### config.mk
export PLATFORM = sky130hd
export DESIGN_NAME = glyph_addr_stream
export DESIGN_NICKNAME = d
export VERILOG_FILES = /design/src/rtl/gpu_font_pkg.sv /design/src/rtl/glyph_step_accum.sv /design/src/rtl/glyph_addr_stream.sv
export SDC_FILE = /design/constraint.sdc
export NUM_CORES = 1
export LEC_CHECK = 0
export ABC_AREA = 1
export CAP_MARGIN = 20
export CORE_UTILIZATION = 26
export DETAILED_ROUTE_END_ITERATION = 8
export PLACE_DENSITY = 0.51
export SLEW_MARGIN = 20
export SYNTH_ARGS = -nofsm -noshare
export SYNTH_HDL_FRONTEND = slang
export SYNTH_SLANG_ARGS = --single-unit
### constraint.sdc
create_clock -name clk -period 2.3 [get_ports clk]
set_clock_uncertainty 0.05 [all_clocks]
set_input_delay 0.46 -clock clk [delete_from_list [all_inputs] [get_ports clk]]
set_output_delay 0.46 -clock clk [all_outputs]
set_load 0.1 [all_outputs]
### src/rtl/gpu_font_pkg.sv
// Glyph geometry defaults, controller state encoding and draw-request record shared
// by the glyph address streamer and its accumulators.
package gpu_font_pkg;

  localparam int CHAR_W_DEF         = 64;
  localparam int CHAR_H_DEF         = 128;
  localparam int PIX_PER_WORD_DEF   = 16;
  localparam int CHARS_PER_FONT_DEF = 256;
  localparam int WPC_DEF            = CHAR_W_DEF * CHAR_H_DEF / PIX_PER_WORD_DEF;
  localparam int WPF_DEF            = CHARS_PER_FONT_DEF * WPC_DEF;
  localparam int REQ_FONT_W         = 5;
  localparam int REQ_DIM_W          = 16;

  typedef enum logic [1:0] {
    ST_IDLE = 2'd0,
    ST_LOAD = 2'd1,
    ST_RUN  = 2'd2
  } glyph_state_e;

  typedef struct packed {
    logic [REQ_FONT_W-1:0] font;
    logic [7:0]            chr;
    logic [REQ_DIM_W-1:0]  dst_w;
    logic [REQ_DIM_W-1:0]  dst_h;
    logic [REQ_DIM_W-1:0]  step_x;
    logic [REQ_DIM_W-1:0]  step_y;
  } glyph_req_t;

endpackage

### src/rtl/glyph_step_accum.sv
// DDA accumulator: clear, add one fixed-point step per pixel, and report the integer
// part clamped to the last source texel so oversize destinations never wrap.
module glyph_step_accum #(
  parameter int                 ACC_W     = 32,
  parameter int                 STEP_W    = 16,
  parameter int                 FRAC_W    = 8,
  parameter int                 COORD_W   = 6,
  parameter logic [COORD_W-1:0] COORD_MAX = {COORD_W{1'b1}}
) (
  input  logic               clk,
  input  logic               rst_n,
  input  logic               clr,
  input  logic               step_en,
  input  logic [STEP_W-1:0]  step,
  output logic [COORD_W-1:0] coord
);

  logic [ACC_W-1:0] acc_r;
  logic [ACC_W:0]   sum_s;
  logic [ACC_W-1:0] int_s;

  assign sum_s = {1'b0, acc_r} + (ACC_W+1)'(step);
  assign int_s = acc_r >> FRAC_W;

  // integer part of the accumulator, saturated at the glyph edge
  always_comb begin
    if (int_s > ACC_W'(COORD_MAX)) begin
      coord = COORD_MAX;
    end else begin
      coord = int_s[COORD_W-1:0];
    end
  end

  // accumulator register; clear wins over step, sum sticks at all-ones on overflow
  always_ff @(posedge clk) begin
    if (!rst_n) begin
      acc_r <= '0;
    end else if (clr) begin
      acc_r <= '0;
    end else if (step_en) begin
      acc_r <= sum_s[ACC_W] ? {ACC_W{1'b1}} : sum_s[ACC_W-1:0];
    end else begin
      acc_r <= acc_r;
    end
  end

endmodule

### src/rtl/glyph_addr_stream.sv
// Walks a scaled glyph's destination rectangle row-major and streams the flash word
// address and bit of each source texel. Define GLYPH_ADDR_DEDUP_EN to merge same-word pixels.
module glyph_addr_stream
  import gpu_font_pkg::*;
#(
  parameter int CHAR_W         = CHAR_W_DEF,
  parameter int CHAR_H         = CHAR_H_DEF,
  parameter int PIX_PER_WORD   = PIX_PER_WORD_DEF,
  parameter int CHARS_PER_FONT = CHARS_PER_FONT_DEF,
  parameter int ADDR_W         = 22,
  parameter int FONT_W         = REQ_FONT_W,
  parameter int DIM_W          = REQ_DIM_W,
  parameter int FRAC_W         = 8
) (
  input  logic                            clk,
  input  logic                            rst_n,
  input  logic                            req_valid,
  output logic                            req_ready,
  input  logic [FONT_W-1:0]               req_font,
  input  logic [7:0]                      req_char,
  input  logic [DIM_W-1:0]                req_dst_w,
  input  logic [DIM_W-1:0]                req_dst_h,
  input  logic [DIM_W-1:0]                req_step_x,
  input  logic [DIM_W-1:0]                req_step_y,
  output logic                            out_valid,
  input  logic                            out_ready,
  output logic [ADDR_W-1:0]               out_addr,
  output logic [$clog2(PIX_PER_WORD)-1:0] out_bit,
  output logic [DIM_W-1:0]                out_run,
  output logic                            out_eol,
  output logic                            out_last,
  output logic                            done
);

  localparam int BIT_W   = $clog2(PIX_PER_WORD);
  localparam int CX_W    = $clog2(CHAR_W);
  localparam int CY_W    = $clog2(CHAR_H);
  localparam int WPC     = CHAR_W * CHAR_H / PIX_PER_WORD;
  localparam int CHAR_SH = $clog2(WPC);
  localparam int FONT_SH = $clog2(CHARS_PER_FONT * WPC);
  localparam int ROW_SH  = $clog2(CHAR_W / PIX_PER_WORD);

  localparam logic [1:0] S_IDLE = 2'(ST_IDLE);
  localparam logic [1:0] S_LOAD = 2'(ST_LOAD);
  localparam logic [1:0] S_RUN  = 2'(ST_RUN);

  typedef struct packed {
    logic [ADDR_W-1:0] addr;
    logic [BIT_W-1:0]  bidx;
    logic [DIM_W-1:0]  run;
    logic              eol;
    logic              last;
  } beat_t;

  logic [1:0]        state_r;
  glyph_req_t        req_r;
  logic [ADDR_W-1:0] base_r;
  logic [DIM_W-1:0]  row_r, col_r;
  logic              gen_done_r;
  beat_t             out_r;
  logic              out_valid_r, done_r, req_ready_r;

  logic [CX_W-1:0]   src_x_s;
  logic [CY_W-1:0]   src_y_s;
  beat_t             pix_s, beat_s;
  logic              last_col_s, last_row_s, gen_act_s, out_free_s, adv_s, load_s;

  assign last_col_s = (col_r == (req_r.dst_w - DIM_W'(1)));
  assign last_row_s = (row_r == (req_r.dst_h - DIM_W'(1)));
  assign gen_act_s  = (state_r == S_RUN) && !gen_done_r;
  assign out_free_s = !out_valid_r || out_ready;

  glyph_step_accum #(
    .ACC_W(2*DIM_W), .STEP_W(DIM_W), .FRAC_W(FRAC_W),
    .COORD_W(CX_W), .COORD_MAX(CX_W'(CHAR_W - 1))
  ) u_acc_x (
    .clk(clk), .rst_n(rst_n),
    .clr((state_r == S_LOAD) || (adv_s && last_col_s)),
    .step_en(adv_s && !last_col_s),
    .step(req_r.step_x), .coord(src_x_s)
  );

  glyph_step_accum #(
    .ACC_W(2*DIM_W), .STEP_W(DIM_W), .FRAC_W(FRAC_W),
    .COORD_W(CY_W), .COORD_MAX(CY_W'(CHAR_H - 1))
  ) u_acc_y (
    .clk(clk), .rst_n(rst_n),
    .clr(state_r == S_LOAD),
    .step_en(adv_s && last_col_s),
    .step(req_r.step_y), .coord(src_y_s)
  );

  // texel of the pixel at the current row/column counters
  always_comb begin
    pix_s.addr = base_r + (ADDR_W'(src_y_s) << ROW_SH) + ADDR_W'(src_x_s >> BIT_W);
    pix_s.bidx = src_x_s[BIT_W-1:0];
    pix_s.run  = DIM_W'(1);
    pix_s.eol  = last_col_s;
    pix_s.last = last_col_s && last_row_s;
  end

`ifdef GLYPH_ADDR_DEDUP_EN
  beat_t pend_r;
  logic  pend_valid_r, pend_set_s, pend_merge_s, pend_clr_s, merge_s;

  // a pending beat only grows while it stays inside its row and word
  assign merge_s = pend_valid_r && !pend_r.eol && (pend_r.addr == pix_s.addr);

  // decide pixel advance and which beat, if any, enters the output register
  always_comb begin
    adv_s        = 1'b0;
    load_s       = 1'b0;
    beat_s       = pend_r;
    pend_set_s   = 1'b0;
    pend_merge_s = 1'b0;
    pend_clr_s   = 1'b0;
    if (gen_act_s) begin
      if (merge_s) begin
        adv_s        = 1'b1;
        pend_merge_s = 1'b1;
      end else if (!pend_valid_r) begin
        adv_s      = 1'b1;
        pend_set_s = 1'b1;
      end else if (out_free_s) begin
        adv_s      = 1'b1;
        pend_set_s = 1'b1;
        load_s     = 1'b1;
      end else begin
        adv_s = 1'b0;
      end
    end else if ((state_r == S_RUN) && pend_valid_r && out_free_s) begin
      load_s     = 1'b1;
      pend_clr_s = 1'b1;
    end else begin
      load_s = 1'b0;
    end
  end

  // lookahead beat absorbing consecutive same-word pixels
  always_ff @(posedge clk) begin
    if (!rst_n || (state_r != S_RUN)) begin
      pend_r       <= '0;
      pend_valid_r <= 1'b0;
    end else if (pend_set_s) begin
      pend_r       <= pix_s;
      pend_valid_r <= 1'b1;
    end else if (pend_merge_s) begin
      pend_r.run  <= pend_r.run + DIM_W'(1);
      pend_r.eol  <= pix_s.eol;
      pend_r.last <= pix_s.last;
    end else if (pend_clr_s) begin
      pend_valid_r <= 1'b0;
    end else begin
      pend_valid_r <= pend_valid_r;
    end
  end
`else
  // one beat per pixel whenever the output register can take it
  always_comb begin
    adv_s  = 1'b0;
    load_s = 1'b0;
    beat_s = pix_s;
    if (gen_act_s && out_free_s) begin
      adv_s  = 1'b1;
      load_s = 1'b1;
    end else begin
      adv_s = 1'b0;
    end
  end
`endif

  // request FSM, raster counters and registered output beat
  always_ff @(posedge clk) begin
    if (!rst_n) begin
      state_r     <= S_IDLE;
      req_r       <= '0;
      base_r      <= '0;
      row_r       <= '0;
      col_r       <= '0;
      gen_done_r  <= 1'b0;
      out_r       <= '0;
      out_valid_r <= 1'b0;
      done_r      <= 1'b0;
      req_ready_r <= 1'b0;
    end else begin
      case (state_r)
        S_IDLE: begin
          done_r <= 1'b0;
          if (req_valid && req_ready_r) begin
            req_r       <= '{font: req_font, chr: req_char, dst_w: req_dst_w,
                             dst_h: req_dst_h, step_x: req_step_x, step_y: req_step_y};
            req_ready_r <= 1'b0;
            state_r     <= S_LOAD;
          end else begin
            req_ready_r <= 1'b1;
          end
        end
        S_LOAD: begin
          base_r     <= (ADDR_W'(req_r.font) << FONT_SH) + (ADDR_W'(req_r.chr) << CHAR_SH);
          row_r      <= '0;
          col_r      <= '0;
          gen_done_r <= 1'b0;
          if ((req_r.dst_w == DIM_W'(0)) || (req_r.dst_h == DIM_W'(0))) begin
            done_r      <= 1'b1;
            req_ready_r <= 1'b1;
            state_r     <= S_IDLE;
          end else begin
            state_r <= S_RUN;
          end
        end
        S_RUN: begin
          if (adv_s) begin
            if (last_col_s) begin
              col_r <= '0;
              if (last_row_s) gen_done_r <= 1'b1;
              else            row_r      <= row_r + DIM_W'(1);
            end else begin
              col_r <= col_r + DIM_W'(1);
            end
          end
          if (out_valid_r && out_ready && out_r.last) begin
            out_valid_r <= 1'b0;
            done_r      <= 1'b1;
            req_ready_r <= 1'b1;
            state_r     <= S_IDLE;
          end else if (load_s) begin
            out_r       <= beat_s;
            out_valid_r <= 1'b1;
          end else if (out_ready) begin
            out_valid_r <= 1'b0;
          end
        end
        default: state_r <= S_IDLE;
      endcase
    end
  end

  assign req_ready = req_ready_r;
  assign out_valid = out_valid_r;
  assign out_addr  = out_r.addr;
  assign out_bit   = out_r.bidx;
  assign out_run   = out_r.run;
  assign out_eol   = out_r.eol;
  assign out_last  = out_r.last;
  assign done      = done_r;

endmodule

==> results.tsv, run 1 <==
stage	metric	value	unit
synthesis	most area-hungry cell type in the Yosys netlist	sky130_fd_sc_hd__dfxtp_1	
clock_tree	Clk pin slew, worst setup/hold paths	60	ps
sta	Min Clock Period, post-route	2430	ps
global_routing	pin count of the biggest net entering global routing	113	
flow_run	MaxCap Viol Count	0	
pwr	leakage power total	7.97	nW
detailed_routing	vias post-DR	14694	
detailed_routing	vias per cell	4.75	
critical_path	Crit. End Element	register	
critical_path	required time of the critical path	2750	ps
global_routing	total overflow reported by the global router	0	
layout	nets@finish	2512	
floorplan	floorplan core area	0.0514	mm^2
synthesis	asr flop ratio synth	0	
layout	count of non-filler cells in the finished layout	3091	
clock_tree	clock sink count	221	
detailed_routing	sum of routed wire length over all layers	49400	um
placed_design	estimated wirelength of the detail-placed design	35700	um
detailed_routing	DRC violation count after routing	0	
sta	Hold Fails Final Rpt	0	
detailed_routing	detailed-router iteration count before antenna repair	5	
synthesis	EDFF count, synth	0	
clock_tree	CTS Root Buffer Type	sky130_fd_sc_hd__clkbuf_16	
critical_path	highest fanout seen on the critical path	5	
global_routing	overall track demand over capacity in global routing	0.181	
critical_path	Critical path origin	req_r[49]	
placed_design	count of buffers inserted at the top-level ports	112	
floorplan	vertical die dimension	230	um
floorplan	effective utilization at floorplan	0.263	
floorplan	die extent in x	230	um
placed_design	worst-case setup slack after placement	-203	ps
clock_tree	clock tree from TritonCTS	yes	
synthesis	top cells by area in the synthesized netlist	sky130_fd_sc_hd__dfxtp_1, sky130_fd_sc_hd__nand2_1, sky130_fd_sc_hd__nor2_1	
synthesis	Seq cells post-synth	221	
detailed_routing	DR WL/cell	16.0	um
sta	relative slew slack	0.665	
global_routing	number of antenna violations at the first check in global routing	1	
layout	design area	0.0184	mm^2
synthesis	Unique masters post-synth	50	
global_routing	first-pass GRT wire length	77700	um
synthesis	proportion of netlist area held by the largest area contributor	0.327	
critical_path	critical path type	register to register	
placed_design	Placed Area	0.0165	mm^2
clock_tree	maximum number of buffers from clock root to sink	3	
sta	Max Clk Rate	411	MHz
floorplan	Row Count	83	
worst_hold_path	class of the worst hold path	register to register	
pwr	Cell Pwr Density	705	mW/mm^2
layout	area added between synthesis and finish	36.0	%
placed_design	weighted congestion reported at the end of routability-driven placement	0.924	
synthesis	Main synth FF type	sky130_fd_sc_hd__dfxtp_1	
pwr	IR Drop Worst-Case VDD	0.583	mV
sta	final max-slew violation count	0	
outcome	run status	complete, but fails checks	
clock_tree	CTS H-Tree Depth	1	
sta	pin slew with the least headroom to its limit	499	ps
placed_design	# placed instances	3005	
synthesis	Mapped Cells	2111	
floorplan	count of boundary I/O pins	128	
critical_path	crit start category	register	
layout	ratio of cells with drive above 1 in the final layout	0.180	
sta	final period utilization	1.06	
detailed_routing	number of DRC markers after the initial detailed-route iteration	954	
detailed_routing	count of nets left with antenna violations after detail routing	0	
critical_path	data arrival time of the worst path	2880	ps
outcome	violated checks	negative setup slack	
clock_tree	insertion delay of the later-clocked pin in the worst-skew pair	580	ps
synthesis	Syn Area/Cell	6.41	um^2
critical_path	worst r2r src	req_r[49]	
synthesis	share of the yosys chip area belonging to registers	0.327	
sta	worst setup margin	-130	ps
synthesis	total standard cell area after synthesis	0.0135	mm^2
global_routing	via count of the first global-routing pass	14493	
sta	Final setup violation count	96	
synthesis	total of warnings raised by yosys	0	
floorplan	Die ar.	0.0530	mm^2
worst_hold_path	worst hold path startpoint	base_r[10]	
sta	setup repair after global routing missed its margin	true	
clock_tree	total clock buffers created by CTS	28	
[per-layer routing]
layer	part of all wire	global-route usage
met5	0.00024	0
met4	0.031	0.0571
met3	0.043	0.0215
met2	0.44	0.294
met1	0.48	0.249
[final cells by class]
cell class / instances / area (um^2)
inverter: 196 / 737
antenna: 1 / 2.50
clock inverter: 10 / 115
clock buffer: 41 / 840
fill: 5540 / 33000
tap: 680 / 851
timing repair buffer: 319 / 2960
multi-input combinational: 1623 / 8460
sequential: 221 / 4440
[placed cells by master, fill, tap and decap left out, types with 47 or more instances in the layout]
cell / n
sky130_fd_sc_hd__nand2_1: 423
sky130_fd_sc_hd__nor2_1: 336
sky130_fd_sc_hd__dfxtp_1: 211
sky130_fd_sc_hd__buf_4: 204
sky130_fd_sc_hd__inv_1: 173
sky130_fd_sc_hd__nand3_1: 173
sky130_fd_sc_hd__o21ai_0: 150
sky130_fd_sc_hd__a21oi_1: 149
sky130_fd_sc_hd__clkdlybuf4s50_1: 79
sky130_fd_sc_hd__xor2_1: 48
sky130_fd_sc_hd__nand4_1: 47
[path summary, 6_finish.rpt]
check	endpoint	depth (start not counted)	slack (ps)
worst max-delay path	u_acc_y.acc_r[21]	15	-130
worst min-delay path	out_addr[10]	2	410
worst max register to register	u_acc_y.acc_r[21]	15	-130
worst min register to register	out_addr[10]	2	410
[power by group]
group	switching (mW)	leakage, nW	internal, mW
logic	2.52	5.70	1.51
registers	0.249	1.80	4.13
clock network	1.83	0.477	2.74
[sequential cells by signal, summed over array words and instances, names as in the netlist, 2 cells and up]
signal         flops
u_acc_y.acc_r     32
row_r             16
base_r            13
col_r             16
out_bit            4
state_r            2
req_r             77
out_addr          22
u_acc_x.acc_r     32
[cell usage after synthesis, types with 2 or more instances]
cell type	n
sky130_fd_sc_hd__buf_6	3
sky130_fd_sc_hd__a21boi_0	4
sky130_fd_sc_hd__nor2_1	351
sky130_fd_sc_hd__o21ai_0	160
sky130_fd_sc_hd__nand4_1	47
sky130_fd_sc_hd__fa_1	2
sky130_fd_sc_hd__nand3_2	3
sky130_fd_sc_hd__nor3_1	51
sky130_fd_sc_hd__nand2_1	442
sky130_fd_sc_hd__ha_1	40
sky130_fd_sc_hd__nor4_1	14
sky130_fd_sc_hd__a21oi_2	2
sky130_fd_sc_hd__nand3b_1	13
sky130_fd_sc_hd__o22ai_1	2
sky130_fd_sc_hd__nand3_1	187
sky130_fd_sc_hd__buf_4	18
sky130_fd_sc_hd__nor2_2	6
sky130_fd_sc_hd__inv_1	178
sky130_fd_sc_hd__buf_1	5
sky130_fd_sc_hd__clkbuf_1	48
sky130_fd_sc_hd__o21bai_1	6
sky130_fd_sc_hd__o21a_1	2
sky130_fd_sc_hd__a21oi_1	163
sky130_fd_sc_hd__o211ai_1	2
sky130_fd_sc_hd__and3_1	2
sky130_fd_sc_hd__xnor2_1	19
sky130_fd_sc_hd__dfxtp_1	221
sky130_fd_sc_hd__or2_2	5
sky130_fd_sc_hd__inv_2	13
sky130_fd_sc_hd__xor2_1	49
sky130_fd_sc_hd__clkinv_1	5
sky130_fd_sc_hd__buf_2	13
sky130_fd_sc_hd__nand2_2	7
sky130_fd_sc_hd__and2_1	5
sky130_fd_sc_hd__nand3_4	2
sky130_fd_sc_hd__nor2_4	5
sky130_fd_sc_hd__nor3_2	3
[worst max-delay path: stages, from the launching register on]
cell and delay, ps:
sky130_fd_sc_hd__dfxtp_2 340, sky130_fd_sc_hd__inv_2 50, sky130_fd_sc_hd__ha_4 260, sky130_fd_sc_hd__inv_2 30, sky130_fd_sc_hd__nand2_2 50, sky130_fd_sc_hd__nand2_2 70
sky130_fd_sc_hd__nor2_4 110, sky130_fd_sc_hd__buf_4 110, sky130_fd_sc_hd__buf_6 70, sky130_fd_sc_hd__nand4_1 110, sky130_fd_sc_hd__nor3_2 190, sky130_fd_sc_hd__buf_4 140
sky130_fd_sc_hd__nor2b_4 320, sky130_fd_sc_hd__clkbuf_16 230, sky130_fd_sc_hd__nand3_1 70, sky130_fd_sc_hd__a21oi_1 150
[per-stage QoR]
step	TNS [ps]	utilization	hold slack, ps	power [mW]
2_1_floorplan	0	-	380	6.79
3_3_place_gp	-7730	0.322	396	8.08
3_5_place_dp	-10600	0.322	397	8.10
4_1_cts	-7080	0.348	397	12.9
5_1_grt	-22480	0.358	431	13.7
6_report	-7680	0.358	408	13.0
[logic make-up after synthesis]
kind of cell | after synthesis | share of synthesized area
buf+inv | 284 | 0.0867
simple gates | 1149 | 0.370
xor+xnor | 68 | 0.0440
flops | 221 | 0.327
compound gates | 346 | 0.132
fa+ha+maj | 42 | 0.0400
other cells | 1 | 0.000277
[what timing repair did]
item / CTS / global route
endpoints found under the setup margin: 97 / 99
hold buffers: 0 / 0
hold endpoints to repair: 0 / 0
pin swaps: 31 / 26
gates cloned: 8 / 6
buffers inserted: 9 / 11
gates resized for setup: 62 / 85
Note: power is estimated with default switching activity, not from simulation.
==> run 2: changes to the inputs <==
--- a/config.mk
+++ b/config.mk
@@ -5,11 +5,13 @@
 export SDC_FILE = /design/constraint.sdc
 export NUM_CORES = 1
 export LEC_CHECK = 0
-export ABC_AREA = 1
+export ABC_AREA = 0
 export CAP_MARGIN = 20
 export CORE_UTILIZATION = 26
+export CTS_BUF_LIST = sky130_fd_sc_hd__clkbuf_8
 export DETAILED_ROUTE_END_ITERATION = 8
 export PLACE_DENSITY = 0.51
+export SETUP_SLACK_MARGIN = 0.1
 export SLEW_MARGIN = 20
 export SYNTH_ARGS = -nofsm -noshare
 export SYNTH_HDL_FRONTEND = slang
==> run 2 against run 1 <==
  * Cell area decreased by 4.9%
  * Critical path type unchanged
  * Die area is 13% lower
  * Via count is 24% lower
  * The run still ends with negative setup slack left
  * Synthesized area down 13%
  * Sequential power decreased by 6.2%
  * Maximum frequency is 19% lower
  * Clock power shrank 13%
  * Hold slack worse by 230 ps
==> results.tsv, run 2 <==
stage	metric	value	unit	change
sta	Hold Fails Final Rpt	0		unchanged
synthesis	total of warnings raised by yosys	0		unchanged
synthesis	largest family of logic cells by synthesized area	simple AND/OR/NAND/NOR gates		
synthesis	top cells by area in the synthesized netlist	sky130_fd_sc_hd__dfxtp_1, sky130_fd_sc_hd__nand2_1, sky130_fd_sc_hd__a21boi_0		
floorplan	vertical die dimension	215	um	-6.7%
sta	pin slew with the least headroom to its limit	543	ps	+44.6 ps
outcome	run status	complete, but fails checks		
pwr	IR Drop Worst-Case VDD	0.347	mV	-40%
clock_tree	CTS H-Tree Depth	2		+1
pwr	fraction of power consumed by combinational cells	0.246		-0.065
detailed_routing	DR WL/cell	15.8	um	-1.3%
layout	most common library cell in the layout ignoring fill and taps	sky130_fd_sc_hd__buf_4		
synthesis	most numerous cell in the Yosys netlist	sky130_fd_sc_hd__nand2_1		
global_routing	via count of the first global-routing pass	11060		-24%
sta	relative slew slack	0.637		-0.0276
synthesis	Unique masters post-synth	82		+64%
synthesis	Simple-Gate Fraction of Synth Area	0.235		-0.135
synthesis	mux cell area share after synthesis	0.0238		+0.0238
pwr	part of the power in registers	0.383		+0.045
pwr	cell internal pwr	7.31	mW	-13%
synthesis	xor and xnor fraction of the mapped netlist area	0.0775		+0.0334
sta	worst setup margin	-713	ps	-583 ps
synthesis	total standard cell area after synthesis	0.0118	mm^2	-13%
clock_tree	insertion delay of the later-clocked pin in the worst-skew pair	620	ps	+40 ps
floorplan	die extent in x	215	um	-6.7%
layout	post-route core utilization	0.394		+0.0360
critical_path	crit start category	register		
sta	final max-slew violation count	0		unchanged
critical_path	highest fanout seen on the critical path	6		+1
layout	largest reg by FF count	req_r		
critical_path	Top Family by Delay on Critical Path	simple AND/OR/NAND/NOR gates		
floorplan	effective utilization at floorplan	0.265		+0.00157
critical_path	Crit. End Element	register		
sta	Final setup violation count	101		+5.2%
detailed_routing	sum of routed wire length over all layers	37100	um	-25%
layout	layout filler cell count	4459		-20%
synthesis	share of the synthesized area in compound gates (AO/OA/AOI/OAI)	0.197		+0.0646
pwr	Clk network pwr share	0.371		+0.019
critical_path	required time of the critical path	2740	ps	about the same
layout	registers with the most flip-flops	req_r x77, u_acc_x.acc_r x32, u_acc_y.acc_r x32		
global_routing	first-pass GRT wire length	58600	um	-25%
placed_design	estimated wirelength of the detail-placed design	25800	um	-28%
synthesis	most area-hungry cell type in the Yosys netlist	sky130_fd_sc_hd__dfxtp_1		
pwr	net switching share of the total power	0.318		-0.0360
layout	nets@finish	1850		-26%
placed_design	weighted congestion reported at the end of routability-driven placement	0.840		-9.2%
placed_design	# placed instances	2237		-26%
synthesis	Seq cells post-synth	221		unchanged
layout	Diodes inserted	0		-1
layout	max reg flops	77		unchanged
clock_tree	Clk pin slew, worst setup/hold paths	60	ps	about the same
detailed_routing	number of DRC markers after the initial detailed-route iteration	479		-50%
critical_path	critical path type	register to register		
synthesis	share of the yosys chip area belonging to registers	0.376		+0.0492
clock_tree	CTS Root Buffer Type	sky130_fd_sc_hd__clkbuf_8		
worst_hold_path	class of the worst hold path	input port to register		
clock_tree	clock sink count	221		unchanged
synthesis	Mapped Cells	1387		-34%
layout	count of non-filler cells in the finished layout	2351		-24%
pwr	Cell Pwr Density	613	mW/mm^2	-13%
pwr	power consumption	10.7	mW	-17%
synthesis	most common library cells after synthesis	sky130_fd_sc_hd__nand2_1, sky130_fd_sc_hd__dfxtp_1, sky130_fd_sc_hd__a21boi_0		
outcome	violated checks	negative setup slack		
critical_path	buffer and inverter count on the worst path	3		-3
floorplan	floorplan core area	0.0444	mm^2	-14%
sta	Min Clock Period, post-route	3010	ps	+583 ps
floorplan	Die ar.	0.0461	mm^2	-13%
detailed_routing	DRC violation count after routing	0		unchanged
global_routing	pin count of the biggest net entering global routing	61		-46%
synthesis	proportion of netlist area held by the largest area contributor	0.376		+0.0492
placed_design	worst-case setup slack after placement	-661	ps	-458 ps
detailed_routing	vias post-DR	11107		-24%
global_routing	total overflow reported by the global router	0		unchanged
clock_tree	clock tree from TritonCTS	yes		
detailed_routing	count of nets left with antenna violations after detail routing	0		unchanged
global_routing	number of antenna violations at the first check in global routing	0		-1
detailed_routing	vias per cell	4.72		-0.62%
layout	area added between synthesis and finish	48.8	%	
clock_tree	maximum number of buffers from clock root to sink	3		unchanged
synthesis	Main synth FF type	sky130_fd_sc_hd__dfxtp_1		
sta	final period utilization	1.31		+0.253
synthesis	adder-cell area share of the yosys netlist	0.0460		+0.00602
clock_tree	total clock buffers created by CTS	43		+54%
pwr	leakage power total	6.97	nW	-13%
critical_path	Largest stage delay, worst path	420	ps	+80 ps
synthesis	EDFF count, synth	0		unchanged
flow_run	MaxCap Viol Count	0		unchanged
critical_path	data arrival time of the worst path	3450	ps	+570 ps
sta	setup repair after global routing missed its margin	true		
synthesis	asr flop ratio synth	0		unchanged
critical_path	slowest library cell on the worst path	sky130_fd_sc_hd__nor4_4		
critical_path	cells along the critical path	buf_6 -> nor4_4 -> a31oi_1 -> a221oi_2 -> nor3_1 -> buf_4 -> a211oi_4 -> buf_6 -> and3_4 -> nor4bb_2 -> xnor2_1 -> a21oi_2		
layout	most frequent cells in the layout	sky130_fd_sc_hd__buf_4, sky130_fd_sc_hd__nand2_1, sky130_fd_sc_hd__dfxtp_1		
critical_path	cell type with the highest occurrence count on the critical path	sky130_fd_sc_hd__buf_6		
synthesis	Syn Area/Cell	8.48	um^2	+32%
floorplan	count of boundary I/O pins	128		unchanged
layout	ratio of cells with drive above 1 in the final layout	0.326		+0.145
sta	Max Clk Rate	332	MHz	-19%
floorplan	Row Count	77		-7.2%
global_routing	overall track demand over capacity in global routing	0.156		-0.0254
pwr	Switch Pwr	3.41	mW	-26%
placed_design	count of buffers inserted at the top-level ports	112		unchanged
detailed_routing	detailed-router iteration count before antenna repair	5		unchanged
## run 2: cell count changes after synthesis, sizes merged, moves of 93 or more
cell	previous run	this run
nand3	192	30
inv	191	23
nand2	450	237
a21oi	165	67
nor2	362	72
o21ai	161	48
a21boi	4	97
## run 2: what timing repair did
item / 4_1_cts / 5_1_grt
gates resized for setup: 100 / 86
setup endpoints to repair: 102 / 115
hold buffers: 0 / 0
pin swaps: 51 / 51
gates cloned: 6 / 6
buffers inserted: 18 / 10
## run 2: area by class of cell
| type | count | area, um^2 | share of cell area |
|---|---|---|---|
| Clock inverter | 23 | 118 | 0.00672 |
| Multi-Input combinational cell | 1067 | 7980 | 0.456 |
| Clock buffer | 54 | 743 | 0.0425 |
| Timing Repair Buffer | 371 | 3380 | 0.193 |
| Tap cell | 592 | 741 | 0.0423 |
| Inverter | 23 | 88.8 | 0.00508 |
| Sequential cell | 221 | 4450 | 0.254 |
## run 2: final timing paths
path | start | end | slack (ps) | depth (start not counted)
worst min-delay path | rst_n | req_r[11] | 170 | 2
worst max register to register | req_r[50] | u_acc_y.acc_r[29] | -710 | 12
worst min register to register | req_r[74] | req_r[74] | 420 | 2
worst max-delay path | req_r[50] | u_acc_y.acc_r[29] | -710 | 12
## run 2: cell families (layout without fill, tap and decap cells)
logic type,count (synthesis),count (layout)
XOR/XNOR,104,104
AO/OA/AOI/OAI,329,329
buffers and inverters,114,471
flip-flops,221,221
adder cells (fa/ha/maj),42,42
multiplexers,28,28
other,1,15
AND/OR/NAND/NOR,548,549
## run 2: stage by stage
step	hold WS (ps)	area (um^2)	TNS, ps
finish	174	17500	-60110
detailed placement	409	15300	-61020
global placement	398	15300	-57190
CTS	122	16900	-49290
floorplan	380	12300	-35280
global route	127	17500	-70820
## run 2: layer usage
metal	part of all wire	vias up	wire [um]	track usage
met5	0	-	0	0
li1	-	5611	-	-
met2	0.46	201	17000	0.255
met3	0.042	54	1560	0.0326
met1	0.48	5241	17700	0.207
met4	0.022	0	800	0.0405
## run 2: power by group through the flow
stage / combinational, mW / clock, mW / sequential [mW]
after CTS: 2.56 / 4.15 / 4.11
after global routing: 2.85 / 4.33 / 4.13
after global placement: 2.38 / 0 / 4.19
after floorplan: 1.41 / 0 / 4.29
after detailed placement: 2.41 / 0 / 4.19
final: 2.63 / 3.98 / 4.11
